[config.mk]
export PLATFORM = sky130hd
export DESIGN_NAME = led_pulse_stretcher_flat
export DESIGN_NICKNAME = d
export VERILOG_FILES = /design/src/rtl/led_pulse_stretcher_if.sv /design/src/rtl/led_pulse_stretcher.sv /design/src/flat_wrapper.sv
export SDC_FILE = /design/constraint.sdc
export NUM_CORES = 1
export LEC_CHECK = 0
export BUFFER_PORTS_ARGS = -buffer_cell sky130_fd_sc_hd__buf_4
export CORE_ASPECT_RATIO = 2
export CORE_UTILIZATION = 44
export DETAILED_ROUTE_END_ITERATION = 8
export PLACE_DENSITY_LB_ADDON = 0.3
export SYNTH_ARGS = -nofsm -noshare
export SYNTH_HDL_FRONTEND = slang
export SYNTH_SLANG_ARGS = --single-unit
[constraint.sdc]
create_clock -name clk -period 6.9 [get_ports clk]
set_input_delay 0.69 -clock clk [delete_from_list [all_inputs] [get_ports clk]]
set_output_delay 0.69 -clock clk [all_outputs]
set_load 0.005 [all_outputs]
[src/rtl/led_pulse_stretcher_if.sv]
// Event-in / LED-out bundle of the pulse stretcher.
// Master drives the event strobe and the overflow clear; slave returns the LED drive and status.
interface led_pulse_stretcher_if #(
    parameter int PEND_W = 4
);
    logic              ev_in;
    logic              clr_ovf;
    logic              outdata;
    logic              busy;
    logic [PEND_W-1:0] pending;
    logic              ovf;

    modport master (
        output ev_in, clr_ovf,
        input  outdata, busy, pending, ovf
    );

    modport slave (
        input  ev_in, clr_ovf,
        output outdata, busy, pending, ovf
    );
endinterface

[src/rtl/led_pulse_stretcher.sv]
// Stretches each ev_in rising edge into one visible blink (ON_CYCLES high, OFF_CYCLES low); outdata rises 1 cycle after the event.
// No backpressure: events arriving mid-blink queue in a saturating counter, and overflow drops them and sets sticky ovf.
module led_pulse_stretcher #(
    parameter int CNT_W      = 26,
    parameter int ON_CYCLES  = 2097152,
    parameter int OFF_CYCLES = 2097152,
    parameter int PEND_W     = 4
) (
    input  logic                  clk,
    input  logic                  rstn,
    led_pulse_stretcher_if.slave  bus
);
    typedef enum logic [1:0] {IDLE, ON, GAP} state_t;

    localparam logic [CNT_W-1:0]  ON_LOAD  = CNT_W'(ON_CYCLES - 1);
    localparam logic [CNT_W-1:0]  OFF_LOAD = CNT_W'(OFF_CYCLES - 1);
    localparam logic [PEND_W-1:0] PEND_MAX = '1;

    state_t            state, state_nx;
    logic [CNT_W-1:0]  timer, timer_nx;
    logic [PEND_W-1:0] pend, pend_nx;
    logic              outdata_r, out_nx;
    logic              busy_r;
    logic              ovf_r, ovf_nx, ovf_set;
    logic              ev_q, ev, enq, timer_done;

    assign ev         = bus.ev_in & ~ev_q;
    assign timer_done = (timer == '0);

    always_comb begin
        state_nx = state;
        timer_nx = timer;
        pend_nx  = pend;
        out_nx   = outdata_r;
        enq      = 1'b0;
        ovf_set  = 1'b0;

        case (state)
            IDLE: begin
                if (ev) begin
                    state_nx = ON;
                    timer_nx = ON_LOAD;
                    out_nx   = 1'b1;
                end
            end
            ON: begin
                enq = ev;
                if (timer_done) begin
                    state_nx = GAP;
                    timer_nx = OFF_LOAD;
                    out_nx   = 1'b0;
                end else begin
                    timer_nx = timer - CNT_W'(1);
                end
            end
            GAP: begin
                if (timer_done) begin
                    // An event on the final gap cycle starts the next blink itself, leaving the queue untouched.
                    if (ev || (pend != '0)) begin
                        state_nx = ON;
                        timer_nx = ON_LOAD;
                        out_nx   = 1'b1;
                        if (!ev) begin
                            pend_nx = pend - PEND_W'(1);
                        end
                    end else begin
                        state_nx = IDLE;
                    end
                end else begin
                    enq      = ev;
                    timer_nx = timer - CNT_W'(1);
                end
            end
            default: begin
                state_nx = IDLE;
                timer_nx = '0;
                out_nx   = 1'b0;
            end
        endcase

        if (enq) begin
            if (pend == PEND_MAX) begin
                ovf_set = 1'b1;
            end else begin
                pend_nx = pend + PEND_W'(1);
            end
        end

        ovf_nx = ovf_set | (ovf_r & ~bus.clr_ovf);
    end

    always_ff @(posedge clk or negedge rstn) begin
        if (!rstn) begin
            state     <= IDLE;
            timer     <= '0;
            pend      <= '0;
            outdata_r <= 1'b0;
            busy_r    <= 1'b0;
            ovf_r     <= 1'b0;
            ev_q      <= 1'b0;
        end else begin
            state     <= state_nx;
            timer     <= timer_nx;
            pend      <= pend_nx;
            outdata_r <= out_nx;
            busy_r    <= (state_nx != IDLE);
            ovf_r     <= ovf_nx;
            ev_q      <= bus.ev_in;
        end
    end

    assign bus.outdata = outdata_r;
    assign bus.busy    = busy_r;
    assign bus.pending = pend;
    assign bus.ovf     = ovf_r;
endmodule

[src/flat_wrapper.sv]
// flat-port wrapper written by rule: the top's interface ports become plain ports
module led_pulse_stretcher_flat 
#(
    parameter int CNT_W      = 26,
    parameter int ON_CYCLES  = 2097152,
    parameter int OFF_CYCLES = 2097152,
    parameter int PEND_W     = 4
)
  (clk, rstn, bus_ev_in, bus_clr_ovf, bus_outdata, bus_busy, bus_pending, bus_ovf);
  led_pulse_stretcher_if #(.PEND_W(PEND_W)) bus_i ();
  input  logic clk;
  input  logic rstn;
  input wire logic [$bits(bus_i.ev_in)-1:0] bus_ev_in;
  input wire logic [$bits(bus_i.clr_ovf)-1:0] bus_clr_ovf;
  output wire logic [$bits(bus_i.outdata)-1:0] bus_outdata;
  output wire logic [$bits(bus_i.busy)-1:0] bus_busy;
  output wire logic [$bits(bus_i.pending)-1:0] bus_pending;
  output wire logic [$bits(bus_i.ovf)-1:0] bus_ovf;
  assign bus_i.ev_in = bus_ev_in;
  assign bus_i.clr_ovf = bus_clr_ovf;
  assign bus_outdata = bus_i.outdata;
  assign bus_busy = bus_i.busy;
  assign bus_pending = bus_i.pending;
  assign bus_ovf = bus_i.ovf;
  led_pulse_stretcher #(.CNT_W(CNT_W), .ON_CYCLES(ON_CYCLES), .OFF_CYCLES(OFF_CYCLES), .PEND_W(PEND_W)) u_core (.clk(clk), .rstn(rstn), .bus(bus_i));
endmodule
; Word level (Yosys, flattened, before mapping)
; Index checks and enable logic that the tools add are counted.
[totals]
out_inout_bits = 7
regBits = 36
in_bits = 4
[classes]
n_bitwise = 5
n_mux = 25
reduce_logical = 7
add_sub_neg = 3
eq_ne = 8
[ops]
columns = op, count
row1 = 26-bit two-way mux, 4
row2 = 26-bit one-hot mux with 3 select lines, 1
row3 = 26-bit logical NOT, 1
row4 = "26-bit by 1-bit subtractor with 26-bit output, second input constant", 1
row5 = 4-bit two-way mux, 6
row6 = 1-bit two-way mux, 8
row7 = "2-bit by 1-bit inequality test with 1-bit output, second input constant", 4
row8 = 2-bit two-way mux, 3
row9 = 2-bit one-hot mux with 3 select lines, 1
row10 = "4-bit by 1-bit adder with 4-bit output, second input constant", 1
row11 = "4-bit equality test, second input constant", 1
row12 = 4-bit AND reduction, 1
row13 = 4-bit nonzero test, 1
row14 = "4-bit by 1-bit subtractor with 4-bit output, second input constant", 1
row15 = "3-bit inequality test, second input constant", 1
row16 = 1-bit one-hot mux with 3 select lines, 1
row17 = 1-bit bitwise AND, 2
row18 = "2-bit by 1-bit equality test with 1-bit output, second input constant", 1
row19 = "2-bit equality test, second input constant", 1
row20 = 2-bit logical NOT, 1
row21 = 1-bit NOT, 2
row22 = 1-bit one-hot mux with 2 select lines, 1
row23 = 2-bit AND reduction, 1
row24 = 2-bit nonzero test, 1
row25 = other kinds (2), 2

; Logic depth before layout (Yosys ltp)
; Gate-level depths: netlist of the first run.
[logic_depth]
word_depth = 8
depth_mapped = 9

; Least setup slack after synthesis of the first run
; Ideal clock, no wire load.
[synth_timing]
path_type = reg-to-reg
start = reg u_core.timer[9]
end = reg u_core.timer[25]
path_stages_with_launch = 7
slack_ns = 4.390
arrival_ns = 2.368
synth_period_minus_slack_ns = 2.510
cell_sequence = dfrtp_1 -> or4_1 -> or4_4 -> or4_4 -> nor4b_4 -> and3_2 -> nor4_2
[synth_via]
elab_chain_len = 3
elab_cells_between_ends = 7
[synth_lines]
columns = element, line
row1 = from (decl), led_pulse_stretcher.sv:20  ; logic [CNT_W-1:0] timer, timer_nx;
row2 = from (signal assigned), led_pulse_stretcher.sv:103  ; timer <= timer_nx;
row3 = 26-bit by 1-bit subtractor with 26-bit output / 26-bit logical NOT (equally long branches), "led_pulse_stretcher.sv:53, led_pulse_stretcher.sv:71, led_pulse_stretcher.sv:28"
row4 = 26-bit two-way mux (tied with other cells), led_pulse_stretcher.sv:57  ; if (timer_done) begin
row5 = 26-bit one-hot mux with 3 select lines / 2-bit AND reduction (equally long branches), --
; Parallel ways exist; a longest one is shown, timed or not.
; A chain may end at the register's enable or synchronous reset.

; Worst setup path in the final report of the first run
[layout_timing]
start = reg u_core.timer[11]
end = reg u_core.pend[3] (netlist: u_core.bus.pending[3])
[layout_via]
elab_chain_len = 5
elab_cells_between_ends = 7
[layout_lines]
columns = element, line
row1 = 26-bit logical NOT *, led_pulse_stretcher.sv:28  ; assign timer_done = (timer == '0);
row2 = 4-bit two-way mux, led_pulse_stretcher.sv:57
row3 = 4-bit two-way mux, led_pulse_stretcher.sv:38  ; case (state)
row4 = 4-bit two-way mux, led_pulse_stretcher.sv:82  ; if (pend == PEND_MAX) begin
row5 = 4-bit two-way mux *, led_pulse_stretcher.sv:81  ; if (enq) begin
row6 = via u_core.pend_nx[3], led_pulse_stretcher.sv:21  ; logic [PEND_W-1:0] pend, pend_nx;
row7 = to (signal assigned), led_pulse_stretcher.sv:104  ; pend <= pend_nx;
row8 = to (decl), led_pulse_stretcher.sv:21
; Mark *: on every way through the listed nets, which the timed path passes. The rest lies on a longest branch.

==> results.md, run 1 <==
- Slew HR: 50.3%
- Pre-antenna DRT Iters: 4
- TritonCTS buffer count: 5
- DR WL/cell: 16.8 um
- Pleak: 1.04 nW
- Nets: around 310
- Detailed placer's ending HPWL: 4400 um
- CTS H-tree depth: 2
- Synth Register Bits: 36
- Post-layout min period: 2.98 ns
- Row count: 37
- Fmax: roughly 340 MHz
- Final hold violations: 0
- Layout overhead on the synthesized area: 8.88%
- Routability cong.: around 0.84
- Max VDD drop: approximately 0.24 mV
- Clock Tree Root: clkbuf_8
- Tightest Pin Transition: 0.739 ns
- Syn_nets: 296
- Total grt overflow: 0
- CTS tree: built
- Flop2flop setup slack: just under 4 ns
- Post-Layout Cell Count: between 300 and 400
- Worst hold path type: in -> async
- CP Data Required Time: between 7 and 8 ns
- Total power: 1.06 mW
- Placed Cells: 343
- # Max-Cap Violations: 0
- Die area: 5790 um^2
- Multi-input gate area in the final layout: roughly 1400 um^2
- Vias per cell: approximately 6.3
- Post-synth cell types: 50
- Final ANT Viol Nets: 0
- Post-cts resize count: 0
- Mapped Cells: 283
- GRT Total Usage: 23.8%
- Filler cells: 510
- Clock Sinks: 36
- CP Data Arrival Time: 3.20 ns
- Storage cell area: 901 um^2
- First-pass GRT wire length: 10,100 um
- CTS hold repair buffers: 0
- Crit end category: flop
- Initial antenna violation count: 0
- Core area: 5180 um^2
- Unrepaired setup endpoints after global routing: false
- Crit start category: flop
- Clock slew at reported path FFs: about 0.070 ns
- Worst Setup Path Type: reg -> reg
- Worst skew pair latency: 0.29 ns
- Vias in the first global route: between 2,000 and 2,500
- Total routed wirelength: 5870 um
- Chip Height: 107 um
- Initial core utilization: 46.5%
- Chip Width: 54.3 um
- PwrDens: just over 400 nW/um^2
- Tcrit/Tclk final: 43.2%
- Number of flops mapped to enable cells by yosys: 0
- Avg Inst Size Synth: 8.52 um^2
- DRC viols: 0
- Post-Synthesis Cell Area: 2410 um^2
- Port-buffer cells: 10
- # diodes: 0
- Max Slew Vio Count: 0
- Ports: 11
- Layout cells sized above 1: 11.3%
- Via count: 2,193
- Fraction of registers with async set/reset: 100%
- Post-synth top flop: dfrtp_1
- CTS Buffer Depth: 2
- Outcome: complete, no violations
- Final setup violation count: 0
- Sequential element share of the synthesized area: 37.4%
- CP max FO: 13
- Initial drt markers: 47
- Largest net degree at the start of global routing: 40
- Postcts setup bufs: 0
- Post-route clock skew: 0.00764 ns
- Setup_tns: 0 ns
- Syn. warnings: 0
## synth_stat cells (3+ instances only)
master,n,area share (%)
a21oi_1,31,6.4
o22a_1,11,4.0
a31oi_1,11,2.9
nor3_1,12,2.5
clkbuf_1,6,0.93
or4_1,4,1.2
ha_1,9,4.7
dfrtp_1,36,37
nand2_1,34,5.3
nand3_1,6,1.2
a41oi_1,4,1.5
nor4_1,6,1.6
and4_1,3,1.1
mux2i_1,3,1.2
nand4_1,3,0.78
xnor2_1,8,2.9
o21ai_0,13,2.7
o21a_1,3,0.93
nor2_1,22,3.4
nor3b_1,3,0.93
inv_1,13,2.0
buf_2,4,0.83
## worst max-delay path: stages (launching register included)
cell	delay, ns
dfrtp_1	0.46
or4_1	0.58
nor4_1	0.29
nand4b_1	0.55
or4_1	0.71
o21a_1	0.19
o21ai_1	0.13
## cells by family after synthesis
logic type	after synthesis	share of synthesized area [%]
adders and majority gates	9	4.67
muxes	3	1.25
and+or+nand+nor	115	26.4
buffers and inverters	24	4.00
xor gates and xnor gates	10	3.63
DFF	36	37.4
AOI/OAI and AO/OA	86	22.7
## cell type report
type | instances | share of cell area [%]
Clock buffer | 6 | 2.77
Clock inverter | 1 | 0.191
Inverter | 13 | 1.86
Multi-Input combinational cell | 223 | 54.4
Sequential cell | 36 | 34.3
Tap cell | 58 | 2.77
Timing Repair Buffer | 13 | 3.72
## cell usage in the layout (no fill, tap or decap), types with 4 or more instances in the layout
| master | instances |
|---|---|
| xnor2_1 | 8 |
| clkbuf_8 | 5 |
| o22a_1 | 11 |
| o21ai_0 | 13 |
| nor3_1 | 12 |
| a31oi_1 | 11 |
| buf_4 | 13 |
| nand3_1 | 6 |
| dfrtp_1 | 36 |
| a41oi_1 | 4 |
| nor4_1 | 6 |
| or4_1 | 4 |
| nand2_1 | 34 |
| ha_1 | 9 |
| nor2_1 | 22 |
| inv_1 | 13 |
| a21oi_1 | 31 |
## sequential cells by signal (all words and copies together), names as in the netlist
name and count:
u_core.bus.busy 1, u_core.bus.outdata 1, u_core.bus.ovf 1, u_core.bus.pending 4, u_core.ev_q 1, u_core.state 2, u_core.timer 26
## layer usage
| metal | GRT usage, % | part of all wire (%) | vias to the layer above | wire, um |
|---|---|---|---|---|
| met1 | 22.6 | 37 | 1054 | 2150 |
| met2 | 43.6 | 57 | 57 | 3330 |
| met4 | 14.5 | 3.6 | 0 | 211 |
| li1 | - | - | 1065 | - |
| met3 | 3.97 | 2.9 | 17 | 171 |
| met5 | 0 | 0 | - | 0 |
## worst paths after layout
kind                             startpoint  cells after the start               endpoint
setup / recovery           u_core.timer[11]                      6  u_core.bus.pending[3]
hold / removal                         rstn                      1     u_core.bus.outdata
setup reg to reg           u_core.timer[11]                      6  u_core.bus.pending[3]
hold reg to reg              u_core.bus.ovf                      2         u_core.bus.ovf
max in group asynchronous              rstn                      1        u_core.timer[8]
min in group clk                  bus_ev_in                      1            u_core.ev_q
## power by group
part	leakage, nW	internal, mW	switching, mW
clock	0.0410	0.0686	0.0736
sequential	0.427	0.295	0.129
combinational	0.572	0.222	0.268
## metrics by stage
| step | instance area (um^2) | hold WS [ns] | setup WS [ns] | util [%] |
|---|---|---|---|---|
| after floorplan | 2410 | 0.394 | 4.39 | - |
| after global placement | 2550 | 0.537 | 4.06 | 49.1 |
| after detailed placement | 2550 | 0.539 | 3.99 | 49.1 |
| after CTS | 2620 | 0.360 | 3.97 | 50.6 |
| after global routing | 2620 | 0.384 | 3.74 | 50.6 |
| final | 2620 | 0.341 | 3.92 | 50.6 |
No activity file was read; power rests on OpenSTA's default activity.
==> inputs of run 2 (changes only) <==
==> constraint.sdc (replaced) <==
create_clock -name clk -period 2.9 [get_ports clk]
set_input_delay 0.29 -clock clk [delete_from_list [all_inputs] [get_ports clk]]
set_output_delay 0.29 -clock clk [all_outputs]
set_load 0.005 [all_outputs]
==> run 2 against run 1 <==
Against the previous run:
- critical path depth is the same
- routed wire length grew 8.9%
- worst hold slack lost 0.24 ns
- non-clock buffer count rose by 18
- first-iteration DRC count is 4.3% higher
- final cell count rose by 5.4%
- critical path type unchanged
==> results.md, run 2 (same netlist as run 1, synthesis figures left out) <==
- Outcome: complete, no violations
- Clock slew at reported path FFs: 0.08 ns (about the same)
- Post-cts resize count: 0 (unchanged)
- Port-buffer cells: 10 (unchanged)
- Max VDD drop: 0.712 mV (+190%)
- Biggest register: u_core.timer
- Row count: 37 (unchanged)
- TritonCTS buffer count: 5 (unchanged)
- CP max FO: 19 (+6)
- Final setup violation count: 0 (unchanged)
- Total power: 2.74 mW (+160%)
- Ports: 11 (unchanged)
- Worst hold path type: in -> reg
- Total grt overflow: 0 (unchanged)
- PwrDens: 982 nW/um^2 (+140%)
- Initial core utilization: 46.5% (unchanged)
- Nets: 323 (+5.9%)
- # Max-Cap Violations: 0 (unchanged)
- Setup_tns: 0 ns (unchanged)
- Largest net degree at the start of global routing: 37 (-7.5%)
- Pleak: 1.14 nW (+9.9%)
- Tcrit/Tclk final: 92.7% (+50 points)
- Tightest Pin Transition: 0.650 ns (-0.0887 ns)
- GRT Total Usage: 24.7% (+0.81 points)
- Die area: 5790 um^2 (unchanged)
- Max stage delay on crit path: 0.61 ns (-0.10 ns)
- Slowest cell on crit path: o31ai_4
- Detailed placer's ending HPWL: 4750 um (+8.1%)
- Layout cells sized above 1: 16.4% (+5.1 points)
- CTS H-tree depth: 2 (unchanged)
- DRC viols: 0 (unchanged)
- Initial drt markers: 49 (+4.3%)
- Crit start category: flop
- CTS Buffer Depth: 2 (unchanged)
- DR WL/cell: 17.3 um (+3.3%)
- Initial antenna violation count: 0 (unchanged)
- CTS tree: built
- Worst Setup Path Type: reg -> reg
- Worst skew pair latency: 0.31 ns (+0.02 ns)
- Postcts setup bufs: 0 (unchanged)
- Max reg flops: 26 (unchanged)
- # diodes: 0 (unchanged)
- Post-layout min period: 2.69 ns (-0.293 ns)
- Core area: 5180 um^2 (unchanged)
- Via count: 2,284 (+4.1%)
- Pre-antenna DRT Iters: 4 (unchanged)
- Max Slew Vio Count: 0 (unchanged)
- First-pass GRT wire length: 10,200 um (+1.4%)
- Clock Sinks: 36 (unchanged)
- Final hold violations: 0 (unchanged)
- WHS: 0.0988 ns (-0.242 ns)
- Commonest non-fill, non-tap cell in the layout: dfrtp_1
- Crit-path cells: nor4_1, nand4_1, o31ai_4, buf_4, a21oi_1, o22a_1
- Most frequent cells in the layout: dfrtp_1, nand2_1, a21oi_1
- Post-route clock skew: 0.0156 ns (+0.00792 ns)
- Final ANT Viol Nets: 0 (unchanged)
- CP Data Arrival Time: 2.89 ns (-0.31 ns)
- Crit end category: flop
- CP Data Required Time: 3.10 ns (-4.02 ns)
- Clock Tree Root: clkbuf_8
- Total routed wirelength: 6390 um (+8.9%)
- CTS hold repair buffers: 1 (+1)
- Chip Height: 107 um (unchanged)
- Layout overhead on the synthesized area: 15.8%
- Routability cong.: 0.844 (+0.37%)
- Vias per cell: 6.19 (-1.2%)
- Unrepaired setup endpoints after global routing: false
- Chip Width: 54.3 um (unchanged)
- Vias in the first global route: 2,310 (+4.3%)
- Fmax: 372 MHz (+11%)
- Slew HR: 56.5% (+6.2 points)
-- run 2: cell count changes in the layout (fill, tap and decap cells not counted), sizes merged --
cell	change
buf	+17
bufinv	+1
dlygate4sd3	+1
-- run 2: metrics by stage --
stage / utilization (%) / instance area, um^2 / setup slack [ns] / std cells
after CTS: 53.8 / 2790 / 0.217 / 369
after global routing: 53.8 / 2790 / 0.0765 / 369
after global placement: 51.6 / 2670 / 0.192 / 360
after floorplan: - / 2410 / 0.390 / 283
after detailed placement: 51.6 / 2670 / 0.231 / 360
final: 53.8 / 2790 / 0.211 / 369
-- run 2: metal layers --
layer / track usage, % / share of wire, % / up-vias / wire, um
li1: - / - / 1109 / -
met1: 21.5 / 37 / 1084 / 2350
met2: 45.4 / 55 / 58 / 3510
met3: 5.53 / 3.1 / 33 / 199
met4: 16.3 / 5.3 / 0 / 338
met5: 0 / 0 / - / 0
-- run 2: worst paths after layout --
check	endpoint	start	slack (ns)	depth (start not counted)
min in group asynchronous	u_core.bus.busy	rstn	0.45	2
min	u_core.ev_q	bus_ev_in	0.1	1
max	u_core.timer[16]	u_core.timer[14]	0.21	6
max in group asynchronous	u_core.timer[24]	rstn	2.08	2
min reg2reg	u_core.bus.ovf	u_core.bus.ovf	0.54	2
max reg2reg	u_core.timer[16]	u_core.timer[14]	0.21	6
-- run 2: report_power, final --
| group | internal [mW] | switching [mW] |
|---|---|---|
| clock | 0.255 | 0.192 |
| combinational | 0.602 | 0.710 |
| sequential | 0.701 | 0.280 |
-- run 2: critical path: cells and delay by family (launching register included) --
kind	cells	cell delay, ns
simple gates	2	0.93
flops	1	0.43
compound gates	3	0.89
buf+inv	1	0.33
-- run 2: area by class of cell --
class,instances,area [um^2]
Fill cell,499,2390
Multi-Input combinational cell,223,1430
Sequential cell,36,901
Timing Repair Buffer,31,235
Clock buffer,6,72.6
Tap cell,58,72.6
Inverter,13,48.8
Clock inverter,2,35.0
==> inputs of run 3 (changes only) <==
--- a/config.mk
+++ b/config.mk
@@ -9,7 +9,7 @@
 export CORE_ASPECT_RATIO = 2
 export CORE_UTILIZATION = 44
 export DETAILED_ROUTE_END_ITERATION = 8
-export PLACE_DENSITY_LB_ADDON = 0.3
+export PLACE_DENSITY = 0.71
 export SYNTH_ARGS = -nofsm -noshare
 export SYNTH_HDL_FRONTEND = slang
 export SYNTH_SLANG_ARGS = --single-unit
==> run 3 against run 2 <==
Against the previous run:
- sequential cell count did not move
- combinational power decreased by 5%
- critical path type unchanged
- register-to-register slack better by 0.02 ns
- final cell count down 1.6%
- total power fell by 1.7%
- first-iteration DRC count rose by 67%
- worst hold slack got worse by 0.0012 ns
- final area is 1.3% lower
- critical path depth stayed put
- sequential share of layout area grew 0.41 points
- routed wire length shrank 3.5%
- fmax increased by 0.77%
==> results.md, run 3 (same netlist as run 1, synthesis figures left out) <==
- Outcome: complete, no violations
- HP Start: bus_ev_in
- Max VDD drop: 0.492 mV (-31%)
- Filler cells: 512 (+2.6%)
- Detailed placer's ending HPWL: 4550 um (-4.2%)
- Worst hold path type: in -> reg
- CP Data Required Time: 3.11 ns (about the same)
- Worst Setup Path Type: reg -> reg
- Commonest non-fill, non-tap cell in the layout: dfrtp_1
- Max reg flops: 26 (unchanged)
- Port-buffer cells: 10 (unchanged)
- Chip Height: 107 um (unchanged)
- Vias per cell: 6.25 (+0.94%)
- Largest net degree at the start of global routing: 37 (unchanged)
- Wl on met1: 2210 um (-5.8%)
- Total routed wirelength: 6170 um (-3.5%)
- Post-route clock skew: 0.00871 ns (-0.00685 ns)
- Initial core utilization: 46.5% (unchanged)
- PwrDens: 978 nW/um^2 (-0.41%)
- Die area: 5790 um^2 (unchanged)
- Biggest register: u_core.timer
- # Max-Cap Violations: 0 (unchanged)
- CTS Buffer Depth: 2 (unchanged)
- Layout cells sized above 1: 15.4% (-0.99 points)
- CTS tree: built
- CTS H-tree depth: 2 (unchanged)
- Routability cong.: 0.866 (+2.6%)
- Final hold violations: 0 (unchanged)
- TritonCTS buffer count: 5 (unchanged)
- Initial antenna violation count: 0 (unchanged)
- Post-layout min period: 2.67 ns (-0.0206 ns)
- Final Util: 53.2% (-0.68 points)
- Multi-input gate area in the final layout: 1430 um^2 (+0.44%)
- Unrepaired setup endpoints after global routing: false
- Clock Tree Root: clkbuf_8
- Most frequent cells in the layout: dfrtp_1, nand2_1, a21oi_1
- Nets: 317 (-1.9%)
- Worst skew pair latency: 0.31 ns (about the same)
- CP Data Arrival Time: 2.88 ns (about the same)
- Final setup violation count: 0 (unchanged)
- Max Slew Vio Count: 0 (unchanged)
- Crit start category: flop
- First-pass GRT wire length: 10,600 um (+3.4%)
- Fmax: 375 MHz (+0.77%)
- Layout overhead on the synthesized area: 14.4%
- Setup_tns: 0 ns (unchanged)
- Tightest Pin Transition: 0.597 ns (-0.0532 ns)
- Storage cell area: 901 um^2 (unchanged)
- Postcts setup bufs: 0 (unchanged)
- DR WL/cell: 17.0 um (-1.9%)
- Pleak: 1.11 nW (-2.7%)
- Via count: 2,268 (-0.70%)
- Tcrit/Tclk final: 92.0% (-0.71 points)
- Crit end category: flop
- Core area: 5180 um^2 (unchanged)
- CP max FO: 7 (-12)
- Total grt overflow: 0 (unchanged)
- DRC viols: 0 (unchanged)
- Row count: 37 (unchanged)
- Initial drt markers: 82 (+67%)
- Clock slew at reported path FFs: 0.08 ns (about the same)
- # diodes: 0 (unchanged)
- Ports: 11 (unchanged)
- Met2 wire len: 3590 um (+2.5%)
- Met3 WL: 158 um (-21%)
- Clock Sinks: 36 (unchanged)
- Worst r2r src: u_core.timer[9]
- GRT Total Usage: 25.0% (+0.38 points)
- Critical path startpoint: u_core.timer[9]
- Pre-antenna DRT Iters: 4 (unchanged)
- Highest metal layer with signal wires: met4
- Slew HR: 60.2% (+3.8 points)
- Final ANT Viol Nets: 0 (unchanged)
- Vias in the first global route: 2,320 (+0.43%)
- Chip Width: 54.3 um (unchanged)
-- run 3: changes by cell type in the layout (fill, tap and decap cells not counted) --
cell        delta
buf_4          -6
clkbuf_1       -1
clkinvlp_4     +1
nor4b_1        -1
nor4b_2        +1
-- run 3: worst paths after layout --
kind / end / depth (start not counted) / slack (ns)
max: u_core.timer[23] / 6 / 0.23
min: u_core.ev_q / 1 / 0.1
max reg2reg: u_core.timer[23] / 6 / 0.23
min reg2reg: u_core.bus.ovf / 2 / 0.54
max in group asynchronous: u_core.timer[16] / 2 / 2.07
min in group asynchronous: u_core.bus.pending[0] / 2 / 0.47
-- run 3: cell type report --
cell class	count	share of cell area (%)
inverters	13	1.77
multi-input cells	223	52.0
clock inverters	3	1.54
well taps	58	2.63
flip-flops and latches	36	32.7
repair buffers	25	6.90
clock buffers	5	2.50
-- run 3: power by group --
part	internal, mW	leakage, nW	switching [mW]
sequential	0.701	0.427	0.292
combinational	0.559	0.632	0.688
clock	0.254	0.0541	0.201
total	1.51	1.11	1.18
-- run 3: routing by layer --
| metal | track usage (%) | vias up |
|---|---|---|
| li1 | - | 1090 |
| met3 | 7.23 | 18 |
| met1 | 23.4 | 1113 |
| met5 | 0 | - |
| met2 | 44.0 | 47 |
| met4 | 15.8 | 0 |
-- run 3: worst max-delay path: stages, from the launching register on --
cell and delay, ns:
dfrtp_1 0.44, or4_1 0.54, or4_4 0.47, or4_4 0.46, nor4b_4 0.33, nor2_1 0.09, nor4_2 0.24
-- run 3: what timing repair did --
item | in CTS | in global routing
hold endpoints to repair | 36 | 0
hold buffers | 1 | 0
resized for setup | 0 | 1
endpoints found under the setup margin | 0 | 10
-- run 3: through the flow --
stage                     hold slack [ns]  cell area, um^2  setup WS [ns]  instances  power, mW
after floorplan                  -0.00559             2410          0.390        283       1.82
after global placement              0.281             2630          0.290        354       2.19
after detailed placement            0.286             2630          0.242        354       2.22
after CTS                          0.0959             2750          0.225        363       2.68
after global routing               0.0944             2760          0.127        363       2.92
final                              0.0976             2760          0.231        363       2.70
